[src/rtl/data_memory_loader.sv]
// Streams a fixed-length byte load into the data RAM while the processor is held in reset,
// then releases the processor and hands it the RAM write port.
module data_memory_loader #(
  parameter int unsigned ADDR_W    = 19,
  parameter int unsigned BASE_ADDR = 0,
  parameter int unsigned LOAD_LEN  = 65536
) (
  input  logic              clk,
  input  logic              rst,
  input  logic              start,
  input  logic [7:0]        s_data,
  input  logic              s_valid,
  output logic              s_ready,
  input  logic [31:0]       cpu_m_address,
  input  logic [31:0]       cpu_m_data,
  input  logic              cpu_memw,
  output logic [ADDR_W-1:0] ram_address,
  output logic [7:0]        ram_data,
  output logic              ram_wren,
  output logic              cpu_rst,
  output logic              busy,
  output logic              done
);

  typedef enum logic [1:0] {StIdle, StLoad, StFlush, StRun} state_e;

  localparam logic [ADDR_W-1:0] BaseAddr  = ADDR_W'(BASE_ADDR);
  // count carries one extra bit so a full 2^ADDR_W load is representable
  localparam logic [ADDR_W:0]   LastCount = (ADDR_W + 1)'(LOAD_LEN - 1);
  localparam logic [ADDR_W:0]   CountOne  = (ADDR_W + 1)'(1);

  state_e            state_q, state_d;
  logic [ADDR_W:0]   count_q, count_d;
  logic              pend_valid_q, pend_valid_d;
  logic [ADDR_W-1:0] pend_addr_q, pend_addr_d;
  logic [7:0]        pend_data_q, pend_data_d;
  logic              accept;

  logic unused_cpu_bits;
  assign unused_cpu_bits = ^{cpu_m_address[31:ADDR_W], cpu_m_data[31:8]};

  assign accept = (state_q == StLoad) && s_valid;

  always_ff @(posedge clk) begin
    if (rst) begin
      state_q      <= StIdle;
      count_q      <= '0;
      pend_valid_q <= 1'b0;
      pend_addr_q  <= '0;
      pend_data_q  <= '0;
    end else begin
      state_q      <= state_d;
      count_q      <= count_d;
      pend_valid_q <= pend_valid_d;
      pend_addr_q  <= pend_addr_d;
      pend_data_q  <= pend_data_d;
    end
  end

  always_comb begin
    state_d      = state_q;
    count_d      = count_q;
    pend_valid_d = 1'b0;
    pend_addr_d  = pend_addr_q;
    pend_data_d  = pend_data_q;
    unique case (state_q)
      StIdle: begin
        if (start) begin
          state_d = StLoad;
          count_d = '0;
        end
      end
      StLoad: begin
        if (accept) begin
          pend_valid_d = 1'b1;
          pend_addr_d  = BaseAddr + count_q[ADDR_W-1:0];
          pend_data_d  = s_data;
          count_d      = count_q + CountOne;
          if (count_q == LastCount) begin
            state_d = StFlush;
          end
        end
      end
      StFlush: begin
        state_d = StRun;
      end
      StRun: begin
        if (start) begin
          state_d = StLoad;
          count_d = '0;
        end
      end
      default: state_d = StIdle;
    endcase
  end

  always_comb begin
    s_ready     = (state_q == StLoad);
    busy        = (state_q == StLoad) || (state_q == StFlush);
    done        = (state_q == StRun);
    cpu_rst     = (state_q != StRun);
    ram_address = '0;
    ram_data    = '0;
    ram_wren    = 1'b0;
    // Processor owns the port only in RUN; otherwise only a loader write is visible
    if (state_q == StRun) begin
      ram_address = cpu_m_address[ADDR_W-1:0];
      ram_data    = cpu_m_data[7:0];
      ram_wren    = cpu_memw;
    end else if (pend_valid_q) begin
      ram_address = pend_addr_q;
      ram_data    = pend_data_q;
      ram_wren    = 1'b1;
    end
  end

endmodule

[config.mk]
export PLATFORM = sky130hd
export DESIGN_NAME = data_memory_loader
export DESIGN_NICKNAME = d
export VERILOG_FILES = /design/src/rtl/data_memory_loader.sv
export SDC_FILE = /design/constraint.sdc
export NUM_CORES = 1
export LEC_CHECK = 0
export BUFFER_PORTS_ARGS = -buffer_cell sky130_fd_sc_hd__buf_2
export CAP_MARGIN = 10
export CORE_ASPECT_RATIO = 1.1
export CORE_MARGIN = 10
export CORE_UTILIZATION = 51
export DETAILED_ROUTE_END_ITERATION = 10
export HOLD_SLACK_MARGIN = 0.03
export PLACE_DENSITY = 0.85
export SLEW_MARGIN = 30
export SYNTH_ARGS = -nofsm -noshare
export SYNTH_HDL_FRONTEND = slang
export SYNTH_SLANG_ARGS = --single-unit
export TNS_END_PERCENT = 30
[constraint.sdc]
create_clock -name clk -period 3.5 [get_ports clk]
set_input_delay 0.525 -clock clk [delete_from_list [all_inputs] [get_ports clk]]
set_output_delay 0.525 -clock clk [all_outputs]
set_load 0.05 [all_outputs]
==> flow_metrics.env <==
export IMPL_slew_viol_final=0
export IMPL_grt_max_degree=58
export IMPL_crit_fanout=57
export IMPL_switching_share_pct=42.41
export IMPL_crit_path_start_kind="flip-flop"
export IMPL_synthesis_nets=428
export IMPL_p_int_mw=0.8610
export IMPL_htreeDepth=2
export IMPL_drc_errors=0
export IMPL_cts_tree="yes"
export IMPL_avgRoutedWirePerCell_um=13.43
export IMPL_rows=26
export IMPL_synth_area_per_cell_um2=7.220
export IMPL_placed_cells=451
export IMPL_path_cells="ha_1, buf_4, mux2_2, buf_2"
export IMPL_dr_pass1_iters=4
export IMPL_core_area_um2=4717
export IMPL_endpoint_kind="output pin"
export IMPL_cp_slowest_cell="buf_4"
export IMPL_reg2regPathDepth=6
export IMPL_path_delay_family="buffers and inverters"
export IMPL_synth_largest_area_cell="dfxtp_1"
export IMPL_hold_start="s_data[3]"
export IMPL_portBuffers=71
export IMPL_final_layout_size_suffix_gt1_share_pct=21.14
export IMPL_cts_buffer_depth=2
export IMPL_critPathKind="reg2out"
export IMPL_wirelength_um=6151
export IMPL_cts_clk_slew_worst_paths_ns=0.08
export IMPL_rsz0062_at_grt="no"
export IMPL_vias=2508
export IMPL_insertion_delay_ns=0.30
export IMPL_vdd_ir_drop_worst_mv=0.1916
export IMPL_crit_path_max_incr_delay_ns=0.39
export IMPL_arrival_ns=1.85
export IMPL_initial_core_util_pct=53.26
export IMPL_seq_area_frac_synth_pct=39.84
export IMPL_worstPathRequired_ns=2.97
export IMPL_ys_warn_count=0
export IMPL_gr_total_overflow=0
export IMPL_postCtsResizedCells=0
export IMPL_die_h_um=93.62
export IMPL_hold_path_class="in2reg"
export IMPL_fin_cells=458
export IMPL_tightest_slew_ns=0.9011
export IMPL_syn_inst=348
export IMPL_share_comb_of_total_power_pct=37.9
export IMPL_utilization_pct=61.80
export IMPL_r2r_slack_ns=1.30
export IMPL_track_usage_pct=14.67
export IMPL_fp_dieArea_um2=8137
export IMPL_period_needed_ns=2.371
export IMPL_ant_nets=0
export IMPL_finalSetupViolations=0
export IMPL_p_per_area_nw_per_um2=512.8
export IMPL_sequentialPowerShare_pct=41.1
export IMPL_syn_cell_area_um2=2512
export IMPL_ys_types=41
export IMPL_grt_pass1_vias=2266
export IMPL_dp_hpwl_um=4450
export IMPL_via_per_inst=5.476
export IMPL_hold_violations=0
export IMPL_register_area_um2=1002
export IMPL_die_w_um=86.92
export IMPL_crit_buf_inv=2
export IMPL_grt_pass1_wl_um=10210
export IMPL_routabilityCongestion=0.8388
export IMPL_multi_input_area_um2=1379
export IMPL_hold_depth=3
export IMPL_nFillCells=408
export IMPL_num_antenna_cells=0
export IMPL_postCtsHoldBufs=0
export IMPL_rr_startpoint="state_q[1]"
export IMPL_power_share_clock_pct=21.0
export IMPL_cp_depth=4
export IMPL_areaGrowthSynthToFinish_pct=16.04
export IMPL_nets=482
export IMPL_finalClockSkew_ns=0.006477
export IMPL_maxCapViolations=0
export IMPL_cts_sinks=50
export IMPL_io_pins=109
export IMPL_antenna_found_initial=0
export IMPL_min_to="pend_data_q[3]"
export IMPL_relSlewSlack_pct=39.78
export IMPL_min_period_over_period_pct=67.74
export IMPL_p_leak_nw=1.090
export IMPL_synth_area_leaders="dfxtp_1, nand2_1, a21oi_1, o21ai_0, clkbuf_1"
export IMPL_postCtsSetupRepairBufs=0
export IMPL_reg2reg_to="count_q[19]"
export IMPL_status="finished clean"
export IMPL_p_sw_mw=0.6340
export IMPL_tns_ns=0
export IMPL_cts_root_buf="clkbuf_8"
export IMPL_drt_iter0_drc=191
export IMPL_fmax_mhz=421.8
export IMPL_yosys_register_bits=50
export IMPL_synth_top_area_share_pct=39.84
export IMPL_cts_buffers=5
worst max path at each step:
| stage | startpoint | to | slack (ns) |
|---|---|---|---|
| after detailed placement | state_q[1] | count_q[17] | 1.34 |
| after global routing | state_q[0] | ram_wren | 1.01 |
| after CTS | pend_valid_q | ram_address[9] | 1.09 |
| final | state_q[0] | ram_wren | 1.13 |
| after floorplan | state_q[0] | ram_address[16] | 0.69 |
| after global placement | state_q[1] | count_q[19] | 1.38 |
layer usage:
metal / routed length, µm / track usage (%) / vias to the layer above / part of all wire (%)
li1: - / - / 1301 / -
met1: 2620 / 16.12 / 1123 / 43
met2: 2953 / 25.73 / 72 / 48
met3: 472 / 4.340 / 12 / 7.7
met4: 104 / 5.541 / 0 / 1.7
met5: 0 / 0 / - / 0
cells in the final DEF (no fill, tap or decap), types with 3 or more instances in the layout:
cell      netlist  layout
or4_1          10      10
nand2_1       117     117
a21oi_1        40      40
and4_1          3       3
nand3_1         8       8
nor3_1          3       3
nor4b_1         3       3
nor2_1          8       8
inv_1           6       6
o31ai_1        10      10
dfxtp_1        50      49
buf_2           1      71
clkbuf_8        0       5
o21ai_0        28      28
ha_1            3       3
o21a_1          3       3
xnor2_1         4       4
cells by family (layout without fill, tap and decap cells):
group,after synthesis,after routing,share of synthesized area [%]
simple gates,165,165,29.73
compound gates,92,92,21.07
flops,50,50,39.84
buf+inv,31,85,5.279
xor+xnor,5,5,1.743
fa+ha+maj,3,3,1.494
mux,2,2,0.8466
sequential cells by signal (all words and copies together), names as in the netlist:
name,cells
count_q,20
state_q,2
pend_data_q,8
pend_addr_q,19
pend_valid_q,1
worst min-delay path: cells and delay by family:
family	cells	cell delay (ns)
buffers and inverters	1	0.10
AOI/OAI and AO/OA	1	0.05
and+or+nand+nor	1	0.04
Yosys cell counts, drive strengths merged:
cell type	number
ha	3
mux2	1
a31oi	1
inv	6
o41ai	1
or4	10
a2bb2oi	1
dfxtp	50
nor2	8
or3	2
clkbuf	20
a21oi	40
nand2	117
nand2b	2
nor3	3
nor4b	3
o31ai	10
mux2i	1
xor2	1
a22oi	2
o32ai	1
buf	5
nor4	2
o41a	1
and2	3
nand3	8
nor2b	2
a211o	1
a21o	1
o21a	3
and4	3
o211a	1
nand4	2
xnor2	4
o21ai	29
power groups by stage:
stage / logic [mW] / registers [mW] / clock network (mW)
final: 0.566 / 0.615 / 0.314
after global routing: 0.612 / 0.619 / 0.347
after CTS: 0.570 / 0.615 / 0.323
after detailed placement: 0.569 / 0.628 / 0
after global placement: 0.560 / 0.626 / 0
after floorplan: 0.465 / 0.616 / 0
stage by stage:
stage          hold slack [ns]  area (µm²)  total power, mW  setup WS, ns
3_5_place_dp            0.4465        2835            1.197         1.344
4_1_cts                 0.4528        2914            1.507         1.090
2_1_floorplan           0.4366        2512            1.081        0.6946
6_report                0.4580        2915            1.495         1.129
3_3_place_gp            0.4414        2835            1.187         1.383
5_1_grt                 0.4568        2915            1.578         1.009
area by class of cell:
cell class / instances / area share (%)
multi-input cells: 267 / 47.30
flip-flops and latches: 50 / 34.38
repair buffers: 72 / 12.45
well taps: 56 / 2.403
clock buffers: 5 / 2.361
inverters: 6 / 0.7725
clock inverters: 2 / 0.3433
Power figures use the tool's default switching activity.
